<file path="src/rtl/bp_io_cmd_rr_arbiter.sv">
// Two-requester BedRock IO command arbiter with an in-order tag FIFO for response routing.
// Define BP_IO_ARB_FIXED_PRIORITY_EN to make requester 0 always win ties (default: round-robin).
module bp_io_cmd_rr_arbiter #(
  parameter int unsigned cmd_width_p       = 128,
  parameter int unsigned resp_width_p      = 128,
  parameter int unsigned max_outstanding_p = 8
) (
  input  logic                                 clk_i,
  input  logic                                 reset_n_i,

  input  logic [2*cmd_width_p-1:0]             req_cmd_i,
  input  logic [1:0]                           req_cmd_v_i,
  output logic [1:0]                           req_cmd_yumi_o,

  output logic [resp_width_p-1:0]              req_resp_o,
  output logic [1:0]                           req_resp_v_o,
  input  logic [1:0]                           req_resp_ready_i,

  output logic [cmd_width_p-1:0]               tgt_cmd_o,
  output logic                                 tgt_cmd_v_o,
  input  logic                                 tgt_cmd_ready_i,

  input  logic [resp_width_p-1:0]              tgt_resp_i,
  input  logic                                 tgt_resp_v_i,
  output logic                                 tgt_resp_yumi_o,

  output logic [$clog2(max_outstanding_p):0]   outstanding_o,
  output logic                                 err_o
);

  localparam int unsigned ptr_w_lp = $clog2(max_outstanding_p);
  localparam int unsigned cnt_w_lp = ptr_w_lp + 1;
  localparam logic [cnt_w_lp-1:0] full_cnt_lp = cnt_w_lp'(max_outstanding_p);

  logic                sel;
  logic                full, empty;
  logic                push, pop;
  logic                resp_v;
  logic                head;
  logic                spurious;
  logic [ptr_w_lp-1:0] wr_ptr_q, rd_ptr_q;
  logic [cnt_w_lp-1:0] count_q, count_d;
  logic                err_q;
  logic                tag_q [max_outstanding_p];

`ifdef BP_IO_ARB_FIXED_PRIORITY_EN
  always_comb begin
    sel = ~req_cmd_v_i[0] & req_cmd_v_i[1];
  end
`else
  logic last_q;

  always_comb begin
    sel = 1'b0;
    case (req_cmd_v_i)
      2'b10:   sel = 1'b1;
      2'b11:   sel = ~last_q;
      default: sel = 1'b0;
    endcase
  end

  // Reset to 1 so requester 0 wins the first tie.
  always_ff @(posedge clk_i or negedge reset_n_i) begin
    if (!reset_n_i) begin
      last_q <= 1'b1;
    end else if (push) begin
      last_q <= sel;
    end
  end
`endif

  assign full  = (count_q == full_cnt_lp);
  assign empty = (count_q == '0);

  assign tgt_cmd_v_o = (|req_cmd_v_i) & ~full;
  assign tgt_cmd_o   = sel ? req_cmd_i[cmd_width_p +: cmd_width_p] : req_cmd_i[0 +: cmd_width_p];

  // Gated by reset so no command is acknowledged while the FIFO is held empty.
  assign push           = tgt_cmd_v_o & tgt_cmd_ready_i & reset_n_i;
  assign req_cmd_yumi_o = push ? (sel ? 2'b10 : 2'b01) : 2'b00;

  assign head            = tag_q[rd_ptr_q];
  assign resp_v          = tgt_resp_v_i & ~empty;
  assign req_resp_o      = tgt_resp_i;
  assign req_resp_v_o    = resp_v ? (head ? 2'b10 : 2'b01) : 2'b00;
  assign pop             = resp_v & req_resp_ready_i[head];
  assign tgt_resp_yumi_o = pop;
  assign spurious        = tgt_resp_v_i & empty;

  always_comb begin
    count_d = count_q;
    case ({push, pop})
      2'b10:   count_d = count_q + 1'b1;
      2'b01:   count_d = count_q - 1'b1;
      default: count_d = count_q;
    endcase
  end

  always_ff @(posedge clk_i or negedge reset_n_i) begin
    if (!reset_n_i) begin
      wr_ptr_q <= '0;
      rd_ptr_q <= '0;
      count_q  <= '0;
      err_q    <= 1'b0;
    end else begin
      if (push) wr_ptr_q <= wr_ptr_q + 1'b1;
      if (pop)  rd_ptr_q <= rd_ptr_q + 1'b1;
      count_q <= count_d;
      err_q   <= err_q | spurious;
    end
  end

  // Tag payload needs no reset; occupancy guards every read.
  always_ff @(posedge clk_i) begin
    if (push) tag_q[wr_ptr_q] <= sel;
  end

  assign outstanding_o = count_q;
  assign err_o         = err_q;

endmodule
</file>
<file path="config.mk">
export PLATFORM = sky130hd
export DESIGN_NAME = bp_io_cmd_rr_arbiter
export DESIGN_NICKNAME = d
export VERILOG_FILES = /design/src/rtl/bp_io_cmd_rr_arbiter.sv
export SDC_FILE = /design/constraint.sdc
export NUM_CORES = 1
export LEC_CHECK = 0
export CORE_AREA = 2 2 258 260
export DETAILED_ROUTE_END_ITERATION = 7
export DIE_AREA = 0 0 260 262
export SLEW_MARGIN = 15
export SYNTH_ARGS = -nofsm -noshare
export SYNTH_HDL_FRONTEND = slang
export SYNTH_SLANG_ARGS = --single-unit
</file>
<file path="constraint.sdc">
create_clock -name clk_i -period 2.78 [get_ports clk_i]
set_input_delay 0.695 -clock clk_i [delete_from_list [all_inputs] [get_ports clk_i]]
set_output_delay 0.695 -clock clk_i [all_outputs]
set_load 0.1 [all_outputs]
</file>
==> metrics.md <==
| Metric | Value |
|---|---|
| Maximum number of pins on one net before global-route repair | `14` |
| RSZ-0062 raised after global routing | `true` |
| Worst Setup Slack, final | `0.006625 ns` |
| Gate count after technology mapping | `357` |
| Clk_skew | `between 0.002 and 0.0025 ns` |
| Dominant cell type by area after synthesis | `mux2_2` |
| End of the worst register-to-register path | `outstanding_o[3]` |
| Outcome | `completed` |
| Height of the die | `between 200 and 300 µm` |
| Area of the die | `roughly 0.07 mm²` |
| Leak pwr | `between 3 and 4 nW` |
| #FFs+latches synth | `20` |
| Origin of the worst min-delay path | `err_o` |
| Port buffer count | `roughly 400` |
| Part of the Yosys area used for sequential elements | `about 15%` |
| TritonCTS clock tree | `yes` |
| Required arrival time at the worst endpoint | `between 2 and 2.5 ns` |
| Clk pin slew, worst setup/hold paths | `around 0.060 ns` |
| Worst max-slew margin expressed relative to the limit | `76.74%` |
| Overall fraction of global-route tracks in use | `9.238%` |
| End point of the most critical hold path | `err_o` |
| Crit share post-route | `roughly 100%` |
| Top post-synthesis cells by area | `mux2_2, buf_4, dfrtp_1` |
| Core area | `0.06528 mm²` |
| Overall overflow remaining after global route | `0` |
| Area taken by multi-input logic gates | `0.002063 mm²` |
| Global placement routability congestion | `~0.9` |
| Reg2reg path depth | `10` |
| Peak supply drop | `between 0.3 and 0.4 mV` |
| Arr. time, crit path | `between 2 and 2.5 ns` |
| Pre-CTS setup slack | `-0.5751 ns` |
| Later-pin clock latency in the skew report | `about 0.25 ns` |
| Initial drt markers | `between 100 and 150` |
| Detailed placer's ending HPWL | `roughly 30 mm` |
| Standard-cell row count | `94` |
| Number of remaining DRC errors | `0` |
| Number of top-level pins | `659` |
| Most frequent standard cell in the layout excluding fill and tap cells | `clkdlybuf4s50_1` |
| Hold path cells | `1` |
| Critical path peak fanout | `5` |
| Crit Path Category | `in2out` |
| Net count reported at finish | `between 1,000 and 1,500` |
| Slack of the worst reg-to-reg path | `approximately 0.11 ns` |
| Max-slew violations | `0` |
| ANT nets after route | `0` |
| Critical path launch point type | `input pin` |
| Worst min path class | `reg2reg` |
| WL per Instance | `21.57 µm` |
| Sequential Area | `550.5 µm²` |
| Final critical path time including I/O delays and setup | `between 2 and 3 ns` |
| Vias in the first global route | `between 4,000 and 5,000` |
| Cell area after technology mapping | `roughly 0.0036 mm²` |
| Syn Area/Cell | `9.950 µm²` |
| Die outline width | `between 200 and 300 µm` |
| H-tree depth | `1` |
| Max-cap viol count | `0` |
| Number of distinct standard cells referenced by the synthesized netlist | `36` |
| Yosys synthesis warning count | `0` |
| Clock buffers created by TritonCTS | `3` |
| Yosys top cell area share | `approximately two fifths` |
| Power density cells | `about 650 mW/mm²` |
| Maximum clock frequency | `about 360 MHz` |
| Transition at the pin with the smallest max-transition slack | `around 0.34 ns` |
| Most frequent cells in the layout | `clkdlybuf4s50_1, buf_12, mux2_2, buf_4, mux2_4` |
| Total length of routed wires | `between 30 and 40 mm` |
| Layout Area Growth over Synthesis | `171.7%` |
| Nature of the critical path endpoint | `output port` |
| Net count of the mapped netlist | `between 700 and 800` |
| Initial Util | `between 5 and 6%` |
| Number of detailed-routing iterations run before antenna repair | `4` |
| Clk Tree Root Cell | `clkbuf_16` |
| Worst reg2reg startpoint | `rd_ptr_q[0]` |
| Post-layout total power | `between 6 and 7 mW` |
| Endpoints failing hold | `0` |
| Final number of setup-violating endpoints | `0` |
| Maximum clock path buffer count | `2` |
| First-pass GRT wire length | `between 40 and 50 mm` |
| TritonCTS Sinks | `20` |
| Via density per instance | `~2.6` |
| Total via count after detailed routing | `4,042` |
| Antenna violations before repair | `4` |
| Share of cells above drive strength 1 | `between 50% and 60%` |
| Number of fill cells in the layout | `7,276` |
| Setup TNS | `0 ns` |
## layer usage
metal  routed length, µm  global-route usage [%]  vias up
met3                4902                   6.096       29
met4                1282                   3.480        2
met1               12420                   10.36     1848
met5                 136                   1.944        -
met2               14240                   13.67      427
li1                    -                       -     1736
## worst max-delay path by stage
stage              startpoint           endpoint  slack (ns)
6_report            reset_n_i  req_cmd_yumi_o[1]       0.007
5_1_grt        req_cmd_v_i[1]      tgt_cmd_o[82]       -0.05
3_3_place_gp   req_cmd_v_i[1]      tgt_cmd_o[83]       -0.57
2_1_floorplan     rd_ptr_q[0]   outstanding_o[2]       -0.33
3_5_place_dp   req_cmd_v_i[1]      tgt_cmd_o[83]       -0.58
4_1_cts        req_cmd_v_i[0]      tgt_cmd_o[83]       -0.02
## sequential cells by signal, summed over array words and instances, names as in the netlist
signal         count
err_o              1
tag_q              8
last_q             1
wr_ptr_q           3
rd_ptr_q           3
outstanding_o      4
## timing repair
action,in CTS,in global routing
hold endpoints to repair,0,0
endpoints found under the setup margin,131,61
buffers inserted,4,1
pin swaps,1,0
hold buffers,0,0
resized for setup,26,12
cloned,4,0
## logic make-up (layout without fill, tap and decap cells)
group                      count (synthesis)  in the layout  share of synthesized area [%]
other                                      0              4                              0
DFF                                       20             20                          15.25
AOI/OAI and AO/OA                         12             12                          2.677
muxes                                    136            136                          44.45
adders and majority gates                  5              5                          1.761
xor gates and xnor gates                   8              8                          1.973
and+or+nand+nor                           30             30                          4.614
buffers and inverters                    146            450                          29.27
## worst max-delay path, cell delays in order
cell and delay (ns):
clkdlybuf4s50_1 0.48, nand2_1 0.07, a211oi_2 0.25, buf_4 0.21, and2_2 0.19, buf_12 0.18
## stage by stage
stage,cells,util [%],instance area [µm²],hold slack [ns]
final,1529,14.79,9652,0.4651
after global routing,1529,14.79,9652,0.5044
after CTS,1526,14.77,9644,0.4730
after detailed placement,1514,14.26,9309,0.4597
after global placement,1514,14.26,9309,0.4538
after floorplan,357,-,3596,0.3994
## synthesized netlist by cell type
library cell and count:
mux2_2 130, buf_4 128, dfrtp_1 11, buf_2 9, edfxtp_1 8, clkbuf_1 6, nand2_1 6, xor2_1 6
ha_1 5, nor2_1 5, a21oi_1 4, nor3_1 4, nand3_1 3, a21o_1 2, and2_1 2, inv_1 2
mux2_4 2, mux4_1 2, nand2b_1 2, nor3b_1 2, nor4b_1 2, xnor2_1 2, a2111o_1 1, a211oi_2 1
a21boi_1 1, a31o_2 1, and2_2 1, and2b_2 1, buf_1 1, dfstp_2 1, mux2i_1 1, mux2i_4 1
nand3b_1 1, nor4_1 1, o311ai_0 1, o41a_1 1
## power breakdown
part           total, mW  internal, mW  switching (mW)
clock network      0.397         0.286           0.111
registers          0.587         0.425           0.163
logic               5.30          2.10            3.20
## area by class of cell
class / count / share of cell area, %
Antenna cell: 4 / 0.1037
Sequential cell: 20 / 5.704
Timing Repair Buffer: 444 / 60.45
Clock inverter: 1 / 0.3111
Clock buffer: 3 / 0.7778
Multi-Input combinational cell: 191 / 21.38
Tap cell: 864 / 11.20
Inverter: 2 / 0.07778
(Power assumes the default switching activity.)
==> variant 1: new RTL, same settings <==
Make the reset (`reset_n_i`) synchronous in 2 clocked blocks.
--- a/src/rtl/bp_io_cmd_rr_arbiter.sv
+++ b/src/rtl/bp_io_cmd_rr_arbiter.sv
@@ -60,7 +60,7 @@
   end
 
   // Reset to 1 so requester 0 wins the first tie.
-  always_ff @(posedge clk_i or negedge reset_n_i) begin
+  always_ff @(posedge clk_i) begin
     if (!reset_n_i) begin
       last_q <= 1'b1;
     end else if (push) begin
@@ -96,7 +96,7 @@
     endcase
   end
 
-  always_ff @(posedge clk_i or negedge reset_n_i) begin
+  always_ff @(posedge clk_i) begin
     if (!reset_n_i) begin
       wr_ptr_q <= '0;
       rd_ptr_q <= '0;
Function: differs if reset_n_i is asserted again (counterexample within 4 cycles, from zero or initial values and one cycle with reset_n_i low); with reset_n_i held inactive, the same outputs for 4 cycles.
==> variant 1 against the unedited design <==
- sequential power decreased by 24%
- power decreased by 27%
- routed wire length increased by 19%
- critical path depth unchanged
- worst setup slack improved by 29 ps
- clock power decreased by 22%
- design area increased by 3.9%
- global-route usage increased by 1.8 points
- first-iteration DRC count increased by 57%
- sequential cell count increased by 3
- synthesized area increased by 2.9%
- register-to-register slack got worse by 60 ps
- combinational power decreased by 28%
- die area unchanged
- largest power group unchanged
==> variant 1: results (changes against the unedited design) <==
metric	value	unit	change
Critical Path Source Type	flop		
Vias per Instance	2.795		+5.7%
met3 Use GR	7.253	%	+1.2 points
worst vdd ir	0.0002418	V	-29%
Seq/Total Area, Yosys	14.78	%	-0.47 points
slew margin rel.	71.83	%	-4.9 points
Lkg Pwr	3.839	nW	+7.4%
fraction of layout cells with a size suffix above 1	50.14	%	-1.7 points
Critical Path AT	2050	ps	-30 ps
Final nets	1088		+2.7%
outcome	completed		
Clock Skew	7.717	ps	+5.263 ps
DRT met1 WL	16.28	mm	+31%
postcts setup bufs	6		+2
global-route wire length before repair	48.95	mm	+16%
area fraction in compound gates after synthesis	2.943	%	+0.27 points
Max FO, Critical Path	3		-2
Global Route Usage Sum	11.08	%	+1.8 points
GR Util met1	14.04	%	+3.7 points
Synth Area in Adders	1.711	%	-0.050 points
Min-Delay Path Depth	2		+1
placer's final routability congestion estimate	0.9635		+7.6%
Async S/R FF share, synth	0	%	-60 points
Post-Synth XOR/XNOR Area	0.9582	%	-1.0 points
M2 GR Usage	15.29	%	+1.6 points
seq pwr	449	µW	-24%
R2R depth	9		-1
pin count of the biggest net entering global routing	15		+1
vias in the first global route	4804		+2.4%
multiplexer area fraction after synthesis	43.77	%	-0.68 points
dominant synthesized flop cell	dfxtp_1		
top cells by count, synth	129 x mux2_2, 128 x buf_4, 15 x dfxtp_1		
Clk power	311	µW	-22%
post-detail-place hpwl	35.09	mm	+19%
sw power	2.454	mW	-29%
Crit path largest cell delay	530	ps	+50 ps
met3 wire length	6.106	mm	+25%
WL met2	15.53	mm	+9.1%
RR Endpoint	outstanding_o[3]		
Power Density	458.8	nW/µm²	-30%
variant 1: cell types whose count changed after synthesis, sizes merged, moves of 3 or more:
cell | unedited run | this run
mux2 | 132 | 129
nor2 | 5 | 12
nand2b | 2 | 6
dfxtp | 0 | 15
mux2i | 2 | 9
dfrtp | 11 | 0
xor2 | 6 | 3
variant 1: metrics by stage:
step	setup slack, ps	setup TNS, ps	area [µm²]
3_5_place_dp	-632.4	-59880	9449
2_1_floorplan	-377.1	-950.3	3731
4_1_cts	-49.32	-1360	9891
5_1_grt	-67.75	-346.8	10020
3_3_place_gp	-652.4	-60790	9449
6_report	35.59	0	10030
variant 1: area by class of cell:
type	count	area share, %
repair buffers	451	59.32
flip-flops and latches	23	5.526
clock inverters	1	0.04989
multi-input cells	210	23.39
well taps	864	10.78
inverters	2	0.1123
diodes	3	0.07484
clock buffers	3	0.7484
variant 1: worst max-delay path, delay by kind of cell, from the launching register on:
kind,cells,cell delay [ps]
muxes,3,1060
buffers and inverters,3,390
DFF,1,350
==> variant 2: new RTL, same flow settings <==
Made on the original files. Set the parameter `resp_width_p` to 120 (it was 128).
--- a/src/rtl/bp_io_cmd_rr_arbiter.sv
+++ b/src/rtl/bp_io_cmd_rr_arbiter.sv
@@ -2,7 +2,7 @@
 // Define BP_IO_ARB_FIXED_PRIORITY_EN to make requester 0 always win ties (default: round-robin).
 module bp_io_cmd_rr_arbiter #(
   parameter int unsigned cmd_width_p       = 128,
-  parameter int unsigned resp_width_p      = 128,
+  parameter int unsigned resp_width_p      = 120,
   parameter int unsigned max_outstanding_p = 8
 ) (
   input  logic                                 clk_i,
Interface: changed (resized req_resp_o and tgt_resp_i); port bits go from 659 to 643. The function was not compared with the original's and may differ.
==> variant 2 against the unedited design <==
- the flow now finishes with violations (negative setup slack)
- via count unchanged
- power rose by 0.39%
- routed wire length is 2.5% higher
- sequential cell count unchanged
- synthesized area is 1.7% lower
- sequential power hardly changed
- design area up 3.1%
- global-route usage rose by 0.083 points
- worst setup slack got worse by 57 ps
- die area stayed put
- combinational power rose by 2%
==> variant 2: results (changes against the unedited design) <==
metric	value	unit	change
outcome	finished with violations		
failing checks	negative setup slack		
Crit path largest cell delay	340	ps	-140 ps
Inst Count DP	1507		-0.46%
Global Route Usage Sum	9.320	%	+0.083 points
Final WS setup	-50.86	ps	-57.49 ps
global-route wire length before repair	41.99	mm	-0.39%
switch share	55.02	%	-0.22 points
drt total wl	33.80	mm	+2.5%
dpl cell area	9294	µm²	-0.16%
largest cells by area after synthesis	mux2_2 42%, buf_4 26%, dfrtp_1 7.9%, edfxtp_1 6.9%, ha_1 1.8%		
FILL cells	7260		-0.22%
Critical Path AT	2140	ps	+60 ps
Worst Max-Slew Pin Slew	428.6	ps	+84.50 ps
Final nets	1052		-0.66%
initial DRC count	77		-26%
Lkg Pwr	3.869	nW	+8.2%
post-detail-place hpwl	29.96	mm	+1.7%
vias in the first global route	4509		-3.9%
R2R depth	9		-1
top cells by count, synth	130 x mux2_2, 120 x buf_4, 11 x dfrtp_1		
synthesized instance count	349		-2.2%
fraction of layout cells with a size suffix above 1	51.36	%	-0.53 points
pin count of the biggest net entering global routing	22		+8
Mapped Nets	738		-2.1%
initial antenna violation count	8		+4
Clock Skew	2.195	ps	-0.2581 ps
DP Worst Slack	-463.5	ps	+111.6 ps
worst vdd ir	0.0003950	V	+16%
final setup violating endpoints	12		+12
wire per inst	22.13	µm	+2.6%
placer's final routability congestion estimate	1.020		+14%
## variant 2: cell types whose count changed in the layout (fill, tap and decap cells not counted), moves of 2 or more
cell,unedited run,this run
mux2_4,10,72
mux2_2,122,60
diode_2,4,1
clkbuf_16,3,5
buf_4,33,28
buf_12,137,142
## variant 2: metrics by stage
stage | power, mW | utilization [%] | TNS, ps | hold slack (ps)
2_1_floorplan | 4.453 | - | -1043 | 399.4
3_3_place_gp | 5.729 | 14.24 | -46800 | 454.9
3_5_place_dp | 5.779 | 14.24 | -46750 | 481.6
4_1_cts | 6.280 | 14.88 | -325.4 | 494.3
5_1_grt | 6.528 | 15.25 | -883.8 | 514.7
6_report | 6.309 | 15.25 | -270.7 | 483.0
## variant 2: worst max path at each step
stage	start	endpoint	slack, ps	cells past startpoint
floorplan	rd_ptr_q[0]	outstanding_o[2]	-330	10
global placement	req_cmd_v_i[1]	tgt_cmd_o[69]	-460	5
detailed placement	req_cmd_v_i[1]	tgt_cmd_o[69]	-460	5
CTS	req_cmd_v_i[1]	tgt_cmd_o[80]	-50	9
global route	req_cmd_v_i[1]	tgt_cmd_o[80]	-70	9
finish	req_cmd_v_i[1]	tgt_cmd_o[80]	-50	9
## variant 2: cell type report
cell class	count	share of cell area, %
inverters	2	0.07541
well taps	864	10.86
clock inverters	1	0.03771
repair buffers	445	59.80
multi-input cells	191	22.91
flip-flops and latches	20	5.530
clock buffers	3	0.7541
diodes	1	0.02514
## variant 2: repair_timing
action / 4_1_cts / 5_1_grt
pin swaps: 1 / 1
gates resized for setup: 42 / 49
endpoints found under the setup margin: 131 / 83
buffers inserted: 10 / 0
cloned: 3 / 2
## variant 2: critical path: cells and delay by family
kind | cells | cell delay, ps
buffers and inverters | 7 | 930
multiplexers | 1 | 340
AO/OA/AOI/OAI | 1 | 130
## variant 2: metal layers
layer	global-route usage (%)	up-vias	wire length [µm]
li1	-	1733	-
met1	9.028	1826	11010
met2	14.30	427	15120
met3	7.948	42	6063
met4	3.528	14	1471
met5	1.111	-	143
## variant 2: power by group through the flow
stage | combinational [mW] | clock [mW] | sequential [mW]
4_1_cts | 5.39 | 0.302 | 0.584
2_1_floorplan | 3.67 | 0 | 0.785
3_3_place_gp | 5.15 | 0 | 0.576
3_5_place_dp | 5.19 | 0 | 0.588
5_1_grt | 5.61 | 0.312 | 0.608
6_report | 5.43 | 0.292 | 0.586
## variant 2: cells by family after synthesis
kind of cell	share of synthesized area (%)
simple gates	4.694
flops	15.51
mux	45.22
fa+ha+maj	1.791
buf+inv	28.05
compound gates	2.723
xor+xnor	2.007
